$ cat src/rtl/pipe_pkg.sv
// Shared definitions for the inter-stage pipeline buffers: control bundle
// field layout, default widths, buffer occupancy states and a payload width helper.
package pipe_pkg;

  localparam int DATA_W_DEFAULT  = 16;
  localparam int INSTR_W_DEFAULT = 16;
  localparam int CTRL_W_DEFAULT  = 8;

  // Control bundle layout: aluOp in the low nibble, then single-bit enables.
  localparam int ALUOP_LSB   = 0;
  localparam int ALUOP_W     = 4;
  localparam int MUX3SEL_BIT = 4;
  localparam int R0WR_BIT    = 5;
  localparam int REGWR_BIT   = 6;
  localparam int WEN_BIT     = 7;

  // Occupancy of the two-entry skid buffer; the encoding is the entry count.
  typedef enum logic [1:0] {
    ST_EMPTY = 2'd0,
    ST_ONE   = 2'd1,
    ST_TWO   = 2'd2
  } slot_state_e;

  // Total width of one packed entry {ops, instr, ctrl}.
  function automatic int payload_w(input int num_ops, input int data_w,
                                   input int instr_w, input int ctrl_w);
    return num_ops * data_w + instr_w + ctrl_w;
  endfunction

endpackage

$ cat src/rtl/pipe_slot.sv
// One pipeline entry: a payload register with load enable plus its valid flop.
module pipe_slot
  import pipe_pkg::*;
#(
  parameter int W = 8
) (
  input  logic         clk,
  input  logic         rst_n,
  input  logic         load,
  input  logic         valid_d,
  input  logic [W-1:0] d,
  output logic [W-1:0] q,
  output logic         valid
);

  // Valid follows its next-state every cycle; payload only moves on load.
  always_ff @(posedge clk) begin
    if (!rst_n) begin
      q     <= '0;
      valid <= 1'b0;
    end else begin
      valid <= valid_d;
      if (load) begin
        q <= d;
      end
    end
  end

endmodule

$ cat src/rtl/pipe_stage_buf.sv
// Parametrised inter-stage pipeline register with valid/ready handshake,
// flush and bubble masking. SKID selects a single register or a two-entry
// skid buffer whose in_ready comes straight from a flop.
module pipe_stage_buf
  import pipe_pkg::*;
#(
  parameter int DATA_W  = DATA_W_DEFAULT,
  parameter int NUM_OPS = 3,
  parameter int INSTR_W = INSTR_W_DEFAULT,
  parameter int CTRL_W  = CTRL_W_DEFAULT,
  parameter int SKID    = 1
) (
  input  logic                      clk,
  input  logic                      rst_n,
  input  logic                      flush,
  input  logic                      in_valid,
  output logic                      in_ready,
  input  logic [NUM_OPS*DATA_W-1:0] in_ops,
  input  logic [INSTR_W-1:0]        in_instr,
  input  logic [CTRL_W-1:0]         in_ctrl,
  output logic                      out_valid,
  input  logic                      out_ready,
  output logic [NUM_OPS*DATA_W-1:0] out_ops,
  output logic [INSTR_W-1:0]        out_instr,
  output logic [CTRL_W-1:0]         out_ctrl,
  output logic [1:0]                count
);

  localparam int OPS_W     = NUM_OPS * DATA_W;
  localparam int PAYLOAD_W = payload_w(NUM_OPS, DATA_W, INSTR_W, CTRL_W);

  logic [PAYLOAD_W-1:0] in_payload;
  logic [PAYLOAD_W-1:0] main_q;
  logic                 main_valid;
  logic                 in_xfer;
  logic                 out_xfer;

  assign in_payload = {in_ops, in_instr, in_ctrl};
  assign in_xfer    = in_valid & in_ready;
  assign out_xfer   = main_valid & out_ready;

  // The main slot always drives the outputs; a bubble never carries control.
  assign out_valid = main_valid;
  assign out_ops   = main_q[PAYLOAD_W-1 -: OPS_W];
  assign out_instr = main_q[CTRL_W +: INSTR_W];
  assign out_ctrl  = main_q[CTRL_W-1:0] & {CTRL_W{main_valid}};

  if (SKID != 0) begin : g_skid
    slot_state_e          state_q;
    slot_state_e          state_d;
    logic                 main_load;
    logic                 skid_load;
    logic                 main_from_skid;
    logic                 skid_valid;
    logic [PAYLOAD_W-1:0] skid_q;
    logic [PAYLOAD_W-1:0] main_d;

    // Next occupancy and slot loads; flush empties both slots and drops input.
    always_comb begin
      state_d        = state_q;
      main_load      = 1'b0;
      skid_load      = 1'b0;
      main_from_skid = 1'b0;
      if (flush) begin
        state_d = ST_EMPTY;
      end else begin
        case (state_q)
          ST_EMPTY: begin
            if (in_xfer) begin
              state_d   = ST_ONE;
              main_load = 1'b1;
            end
          end
          ST_ONE: begin
            if (in_xfer && out_xfer) begin
              main_load = 1'b1;
            end else if (in_xfer) begin
              state_d   = ST_TWO;
              skid_load = 1'b1;
            end else if (out_xfer) begin
              state_d = ST_EMPTY;
            end
          end
          ST_TWO: begin
            if (out_xfer) begin
              state_d        = ST_ONE;
              main_load      = 1'b1;
              main_from_skid = 1'b1;
            end
          end
          default: state_d = ST_EMPTY;
        endcase
      end
    end

    // Occupancy state register.
    always_ff @(posedge clk) begin
      if (!rst_n) begin
        state_q <= ST_EMPTY;
      end else begin
        state_q <= state_d;
      end
    end

    assign main_d = main_from_skid ? skid_q : in_payload;

    pipe_slot #(.W(PAYLOAD_W)) u_main (
      .clk     (clk),
      .rst_n   (rst_n),
      .load    (main_load),
      .valid_d (state_d != ST_EMPTY),
      .d       (main_d),
      .q       (main_q),
      .valid   (main_valid)
    );

    pipe_slot #(.W(PAYLOAD_W)) u_skid (
      .clk     (clk),
      .rst_n   (rst_n),
      .load    (skid_load),
      .valid_d (state_d == ST_TWO),
      .d       (in_payload),
      .q       (skid_q),
      .valid   (skid_valid)
    );

    // Ready is the registered "skid empty" flag, so out_ready never reaches it.
    assign in_ready = ~skid_valid;
    assign count    = state_q;
  end else begin : g_single
    logic valid_d;

    // Single register: a new entry replaces the old one, flush clears it.
    always_comb begin
      valid_d = main_valid;
      if (flush) begin
        valid_d = 1'b0;
      end else if (in_xfer) begin
        valid_d = 1'b1;
      end else if (out_xfer) begin
        valid_d = 1'b0;
      end
    end

    pipe_slot #(.W(PAYLOAD_W)) u_main (
      .clk     (clk),
      .rst_n   (rst_n),
      .load    (in_xfer & ~flush),
      .valid_d (valid_d),
      .d       (in_payload),
      .q       (main_q),
      .valid   (main_valid)
    );

    assign in_ready = out_ready | ~main_valid;
    assign count    = {1'b0, main_valid};
  end

endmodule
$ cat config.mk
export PLATFORM = sky130hd
export DESIGN_NAME = pipe_stage_buf
export DESIGN_NICKNAME = d
export VERILOG_FILES = /design/src/rtl/pipe_pkg.sv /design/src/rtl/pipe_slot.sv /design/src/rtl/pipe_stage_buf.sv
export SDC_FILE = /design/constraint.sdc
export NUM_CORES = 1
export LEC_CHECK = 0
export CAP_MARGIN = 25
export CORE_ASPECT_RATIO = 0.5
export CORE_MARGIN = 10
export CORE_UTILIZATION = 45
export CTS_BUF_LIST = sky130_fd_sc_hd__clkbuf_16
export DETAILED_ROUTE_END_ITERATION = 10
export PLACE_DENSITY = 0.73
export SYNTH_ARGS = -nofsm -noshare
export SYNTH_HDL_FRONTEND = slang
export SYNTH_SLANG_ARGS = --single-unit
$ cat constraint.sdc
create_clock -name clk -period 2.03 [get_ports clk]
set_input_delay 0.609 -clock clk [delete_from_list [all_inputs] [get_ports clk]]
set_output_delay 0.609 -clock clk [all_outputs]
set_load 0.02 [all_outputs]
==> results of run 1 <==
## cell families (layout without fill, tap and decap cells)
logic type,after synthesis,in the layout,synth area share [%]
AO/OA/AOI/OAI,222,222,24.0
flip-flops,148,148,41.9
AND/OR/NAND/NOR,170,170,10.6
multiplexers,73,73,10.3
buffers and inverters,126,223,13.1
other,0,1,0
## area by class of cell
cell class	instances	area [sq um]
fillers	1304	6180
multi-input cells	465	3190
flip-flops and latches	148	2970
repair buffers	191	2190
clock buffers	17	425
well taps	204	255
clock inverters	14	169
inverters	1	3.75
diodes	1	2.50
## sequential cells by signal, indices dropped and copies added, names as in the netlist
name,flops
g_skid.u_skid.valid,1
g_skid.u_skid.q,72
g_skid.u_main.q,72
g_skid.u_main.valid,1
count,2
## tightest hold or removal path, cell delays in order, from the launching register on
cell      delay, ns
dfxtp_1        0.30
nand2_1        0.05
a21boi_1       0.05
## synth_stat cells (2+ instances only)
cell / n
nand2b_1: 3
dfxtp_1: 148
nor3b_1: 2
and2_1: 8
a21oi_2: 54
buf_4: 71
buf_6: 21
nor2_4: 2
nand2_1: 145
nor2_1: 3
a21boi_1: 70
a21boi_0: 2
o31ai_1: 72
buf_2: 22
a21oi_1: 20
clkbuf_1: 11
mux2i_1: 73
## cells in the final DEF (no fill, tap or decap), drive strengths merged, types with 4 or more instances in the layout
cell	count
buf	34
dlygate4sd2	13
dlymetal6s2s	10
nand2	145
clkbuf	17
bufinv	4
a21boi	72
a21oi	75
bufbuf	6
dfxtp	148
and2	8
mux2i	73
nor2	5
clkinv	7
o31ai	72
clkdlybuf4s50	128
## worst min-delay path by stage
stage,end,depth (start not counted)
after floorplan,g_skid.u_skid.q[10],2
after global placement,g_skid.u_skid.q[30],2
after detailed placement,g_skid.u_skid.q[59],2
after CTS,g_skid.u_skid.q[59],2
after global routing,g_skid.u_skid.q[2],2
final,g_skid.u_skid.q[15],2
## power groups by stage
stage	registers, mW	clock network (mW)	logic [mW]
floorplan	3.16	0	0.681
global placement	3.17	0	1.02
detailed placement	3.18	0	1.03
global route	3.13	3.40	1.13
finish	3.11	3.20	1.06
CTS	3.11	3.27	1.08
## per-stage QoR
stage                     TNS [ns]  hold slack (ns)
after CTS                        0            0.453
after detailed placement    -67.90            0.445
after global routing             0            0.471
final                            0            0.451
after floorplan                  0            0.435
after global placement      -61.40            0.439
## what timing repair did
item / CTS / global route
cloned: 6 / 0
endpoints found under the setup margin: 147 / 16
resized for setup: 17 / 10
pin swaps: 3 / 0
setup buffers: 5 / 0
## per-layer routing
metal / up-vias / global-route usage [%] / wire, um
li1: 2680 / - / -
met1: 2592 / 21.1 / 8490
met2: 100 / 29.5 / 9080
met3: 15 / 4.34 / 897
met4: 0 / 4.80 / 204
met5: - / 0 / 0
==> run summary, run 1 <==
Slowest-stage cell, CP - clkdlybuf4s50_1
crit path max fanout - 2
CTS H-tree depth - 4
type of the worst min-delay path - reg -> reg
Post-Syn Instances - 739
maximum vdd drop - 0.605 mV
CTS tree - built
Vias/cell - 5.17
reg2reg end - g_skid.u_main.q[27]
Worst Tran Pin Value - 0.375 ns
Power per Cell Area - 802 mW/mm^2
syn_nets - 816
pin count of the biggest net entering global routing - 49
clock power share - 43.4%
MaxCap Viol Count - 0
WP depth - 1
Initial Util - 45.9%
Post-synth top flop - dfxtp_1
EDFF count, synth - 0
dpl cell area - 0.00834 sq mm
R2R setup slack - 0.10 ns
sequential share of the synthesized area - 41.9%
Mapped Avg Cell Area - 9.56 sq um
Slew headroom - 75.0%
die area - 0.0214 sq mm
drt total wl - 18.7 mm
vias in the first global route - 5415
die height - 109 um
fin util - 59.8%
Skew-Pair Late Insertion Delay - 0.41 ns
Worst-path clk slew - 0.06 ns
worst reg2reg path startpoint - count[1]
Sw Pwr - 1.77 mW
switching portion of total power - 24.0%
Synth top area share - 41.9%
Slew Limit Fails - 0
fin area - 0.00920 sq mm
nature of the critical path endpoint - output pin
Worst R2R Path Depth - 6
worst path cell trace - clkdlybuf4s50_1
boundary pin count - 153
CTS Buffer Depth - 2
DRT Pass-1 Iters - 4
GPL Wtd Cong - 0.790
core outline area - 0.0154 sq mm
Total Power - 7.38 mW
Peak Freq - 502 MHz
post-route insts no fill - 1041
Tmin final - 1.99 ns
DP Wirelength - 11.7 mm
post-DR wirelength/cell - 17.9 um
Final WS setup - 0.0377 ns
Async S/R FF share, synth - 0%
outcome - completed
register bit total from synthesis - 148
die width - 197 um
WP data required - 1.42 ns
number of I/O port buffers - 152
Leakage Power - 3.45 nW
global-route wire length before repair - 29.5 mm
vias post-DR - 5387
Crit path max-delay family - buffers and inverters
Reg power frac - 42.2%
crit path launch - g_skid.u_main.q[26]
slowest stage delay, CP - 0.63 ns
Critical path buffers and inverters - 1
hold_buf cts - 0
Layout area overhead - 30.2%
Distinct cells, synth - 29
Tcrit/Tclk final - 98.1%
largest area contributor in the netlist - dfxtp_1
clock sinks - 148
CTS buffer count - 17
dpl ws - -0.529 ns
GRT Util Overall - 17.2%
Final Hold Fails - 0
dpl cells - 998
Mapped Area - 0.00706 sq mm
HP Start - g_skid.u_skid.q[15]
Root Buffer - clkbuf_16
clk_skew - 0.00496 ns
top cells by area, synth - dfxtp_1 (42%), mux2i_1 (10%), nand2_1 (7.7%)
Cell Rows - 32
kind of critical path - reg -> out
total grt overflow - 0
DR iter-0 viols - 206
initial antenna violation count - 1
Int Pwr - 5.60 mW
post-route ant nets - 0
CP endpoint - out_ops[2]
worst endpoint data arrival time - 1.38 ns
Comb pwr share - 14.4%
RSZ-0062 raised after global routing - false
DRC errors left - 0
final setup vio count - 0
Ys Warns - 0
CP Launch Type - flop
Final #Nets - 901
share of layout cells above drive strength 1 - 15.7%
No activity file was read; power rests on OpenSTA's default activity.
==> run 2: changes to the inputs <==
--- a/config.mk
+++ b/config.mk
@@ -7,11 +7,11 @@
 export LEC_CHECK = 0
 export CAP_MARGIN = 25
 export CORE_ASPECT_RATIO = 0.5
-export CORE_MARGIN = 10
+export CORE_MARGIN = 2
 export CORE_UTILIZATION = 45
 export CTS_BUF_LIST = sky130_fd_sc_hd__clkbuf_16
 export DETAILED_ROUTE_END_ITERATION = 10
-export PLACE_DENSITY = 0.73
+export PLACE_DENSITY = 0.72
 export SYNTH_ARGS = -nofsm -noshare
 export SYNTH_HDL_FRONTEND = slang
 export SYNTH_SLANG_ARGS = --single-unit
==> run 2 against run 1 <==
  * Critical path depth unchanged
  * Clock skew increased by 0.0033 ns
  * Cell count decreased by 0.38%
  * Combinational power decreased by 6%
  * Total power increased by 3.7%
==> run summary, run 2 (same netlist as run 1, synthesis figures left out) <==
Total Power - 7.65 mW (+3.7%)
WP depth - 1 (unchanged)
type of the worst min-delay path - reg -> reg
die width - 181 um (-8.1%)
boundary pin count - 153 (unchanged)
Final #Nets - 898 (-0.33%)
Tmin final - 1.99 ns (-0.00663 ns)
worst path cell trace - clkdlybuf4s50_1
most frequent cells in the layout - dfxtp_1 (147), nand2_1 (145), clkdlybuf4s50_1 (128)
vias post-DR - 5324 (-1.2%)
outcome - completed
worst hold stages - 2 (unchanged)
share of layout cells above drive strength 1 - 15.8% (+0.18 points)
HP Start - g_skid.u_skid.q[32]
DRC errors left - 0 (unchanged)
Crit path max-delay family - buffers and inverters
Slew Limit Fails - 0 (unchanged)
most common cell after layout, fill and taps aside - dfxtp_1
Worst-path clk slew - 0.06 ns (about the same)
Tcrit/Tclk final - 97.8% (-0.33 points)
drt total wl - 16.4 mm (-12%)
nature of the critical path endpoint - output pin
kind of critical path - reg -> out
clk_skew - 0.00826 ns (+0.00331 ns)
initial antenna violation count - 0 (-1)
Slowest-stage cell, CP - clkdlybuf4s50_1
postcts setup bufs - 0 (-5)
hold_buf cts - 0 (unchanged)
fin util - 58.9% (-0.89 points)
maximum vdd drop - 0.602 mV (-0.48%)
GRT Util Overall - 20.0% (+2.8 points)
CTS H-tree depth - 4 (unchanged)
Root Buffer - clkbuf_16
WP data required - 1.42 ns (about the same)
CP Launch Type - flop
DP Wirelength - 10.6 mm (-9.8%)
Power per Cell Area - 844 mW/mm^2 (+5.2%)
GPL Wtd Cong - 0.729 (-7.7%)
Vias/cell - 5.13 (-0.79%)
Cell Rows - 32 (unchanged)
RSZ-0062 raised after global routing - true
vias in the first global route - 5331 (-1.6%)
reg2reg end - g_skid.u_main.q[0]
CTS Buffer Depth - 2 (unchanged)
R2R setup slack - 0.17 ns (+0.07 ns)
n_diodes - 0 (-1)
global-route wire length before repair - 27.2 mm (-7.9%)
final setup vio count - 0 (unchanged)
post-DR wirelength/cell - 15.8 um (-12%)
Slew headroom - 67.0% (-8.0 points)
crit path max fanout - 2 (unchanged)
post-route ant nets - 0 (unchanged)
worst reg2reg path startpoint - count[0]
DR iter-0 viols - 255 (+24%)
dpl cells - 1006 (+0.80%)
clock sinks - 148 (unchanged)
Skew-Pair Late Insertion Delay - 0.41 ns (about the same)
pin count of the biggest net entering global routing - 44 (-10%)
Leakage Power - 3.38 nW (-1.8%)
worst endpoint data arrival time - 1.38 ns (about the same)
Critical path buffers and inverters - 1 (unchanged)
post-route insts no fill - 1037 (-0.38%)
DRT Pass-1 Iters - 4 (unchanged)
total grt overflow - 0 (unchanged)
core outline area - 0.0154 sq mm (unchanged)
Final Hold Fails - 0 (unchanged)
CTS tree - built
number of I/O port buffers - 152 (unchanged)
Layout area overhead - 28.3%
Initial Util - 45.9% (unchanged)
CTS buffer count - 17 (unchanged)
MaxCap Viol Count - 0 (unchanged)
die height - 92.6 um (-15%)
WHS Endpoint - g_skid.u_skid.q[32]
Worst R2R Path Depth - 5 (-1)
die area - 0.0168 sq mm (-22%)
Worst Tran Pin Value - 0.495 ns (+0.120 ns)
slowest stage delay, CP - 0.63 ns (about the same)
Peak Freq - 504 MHz (+0.33%)
run 2: changes by cell type in the layout (fill, tap and decap cells not counted), moves of 2 or more:
cell and delta:
clkinv_2 -3, buf_4 +5, bufinv_16 +2, clkinv_4 +2, bufbuf_16 -6, clkinv_1 -4
buf_12 -3
run 2: repair_timing:
item,CTS,global route
endpoints found under the setup margin,120,16
gates resized for setup,19,10
pin swaps,1,0
run 2: stage by stage:
step	hold slack [ns]	worst slack, ns	setup TNS (ns)	area (sq um)
4_1_cts	0.453	0.000475	0	9040
6_report	0.451	0.0443	0	9060
5_1_grt	0.467	-0.0113	-0.0346	9060
3_5_place_dp	0.445	-0.525	-64.00	8370
2_1_floorplan	0.435	0.136	0	7060
3_3_place_gp	0.440	-0.509	-62.24	8370
run 2: report_power, final:
part / internal (mW) / total (mW) / switching [mW]
Combinational: 0.505 / 1.00 / 0.498
Clock: 2.30 / 3.53 / 1.23
Sequential: 3.04 / 3.12 / 0.0776
run 2: cell type report:
type / count / area, sq um
Sequential cell: 148 / 2970
Fill cell: 1312 / 6310
Timing Repair Buffer: 188 / 1980
Multi-Input combinational cell: 465 / 3190
Tap cell: 204 / 255
Inverter: 1 / 3.75
Clock inverter: 14 / 236
Clock buffer: 17 / 425
run 2: per-layer routing:
metal | up-vias | GRT usage (%) | share of wire, %
met5 | - | 0 | 0
met4 | 0 | 5.76 | 0.83
met3 | 14 | 3.78 | 3.8
met2 | 109 | 33.5 | 47
met1 | 2531 | 26.5 | 48
li1 | 2670 | - | -
run 2: how the worst max path moves through the flow:
stage,startpoint,end,slack [ns]
2_1_floorplan,in_valid,g_skid.u_skid.q[1],0.14
3_3_place_gp,in_valid,g_skid.u_skid.q[0],-0.51
3_5_place_dp,in_valid,g_skid.u_skid.q[0],-0.53
4_1_cts,g_skid.u_main.q[61],out_ops[37],0.0005
5_1_grt,out_ready,g_skid.u_main.q[6],-0.01
6_report,g_skid.u_main.q[46],out_ops[22],0.04
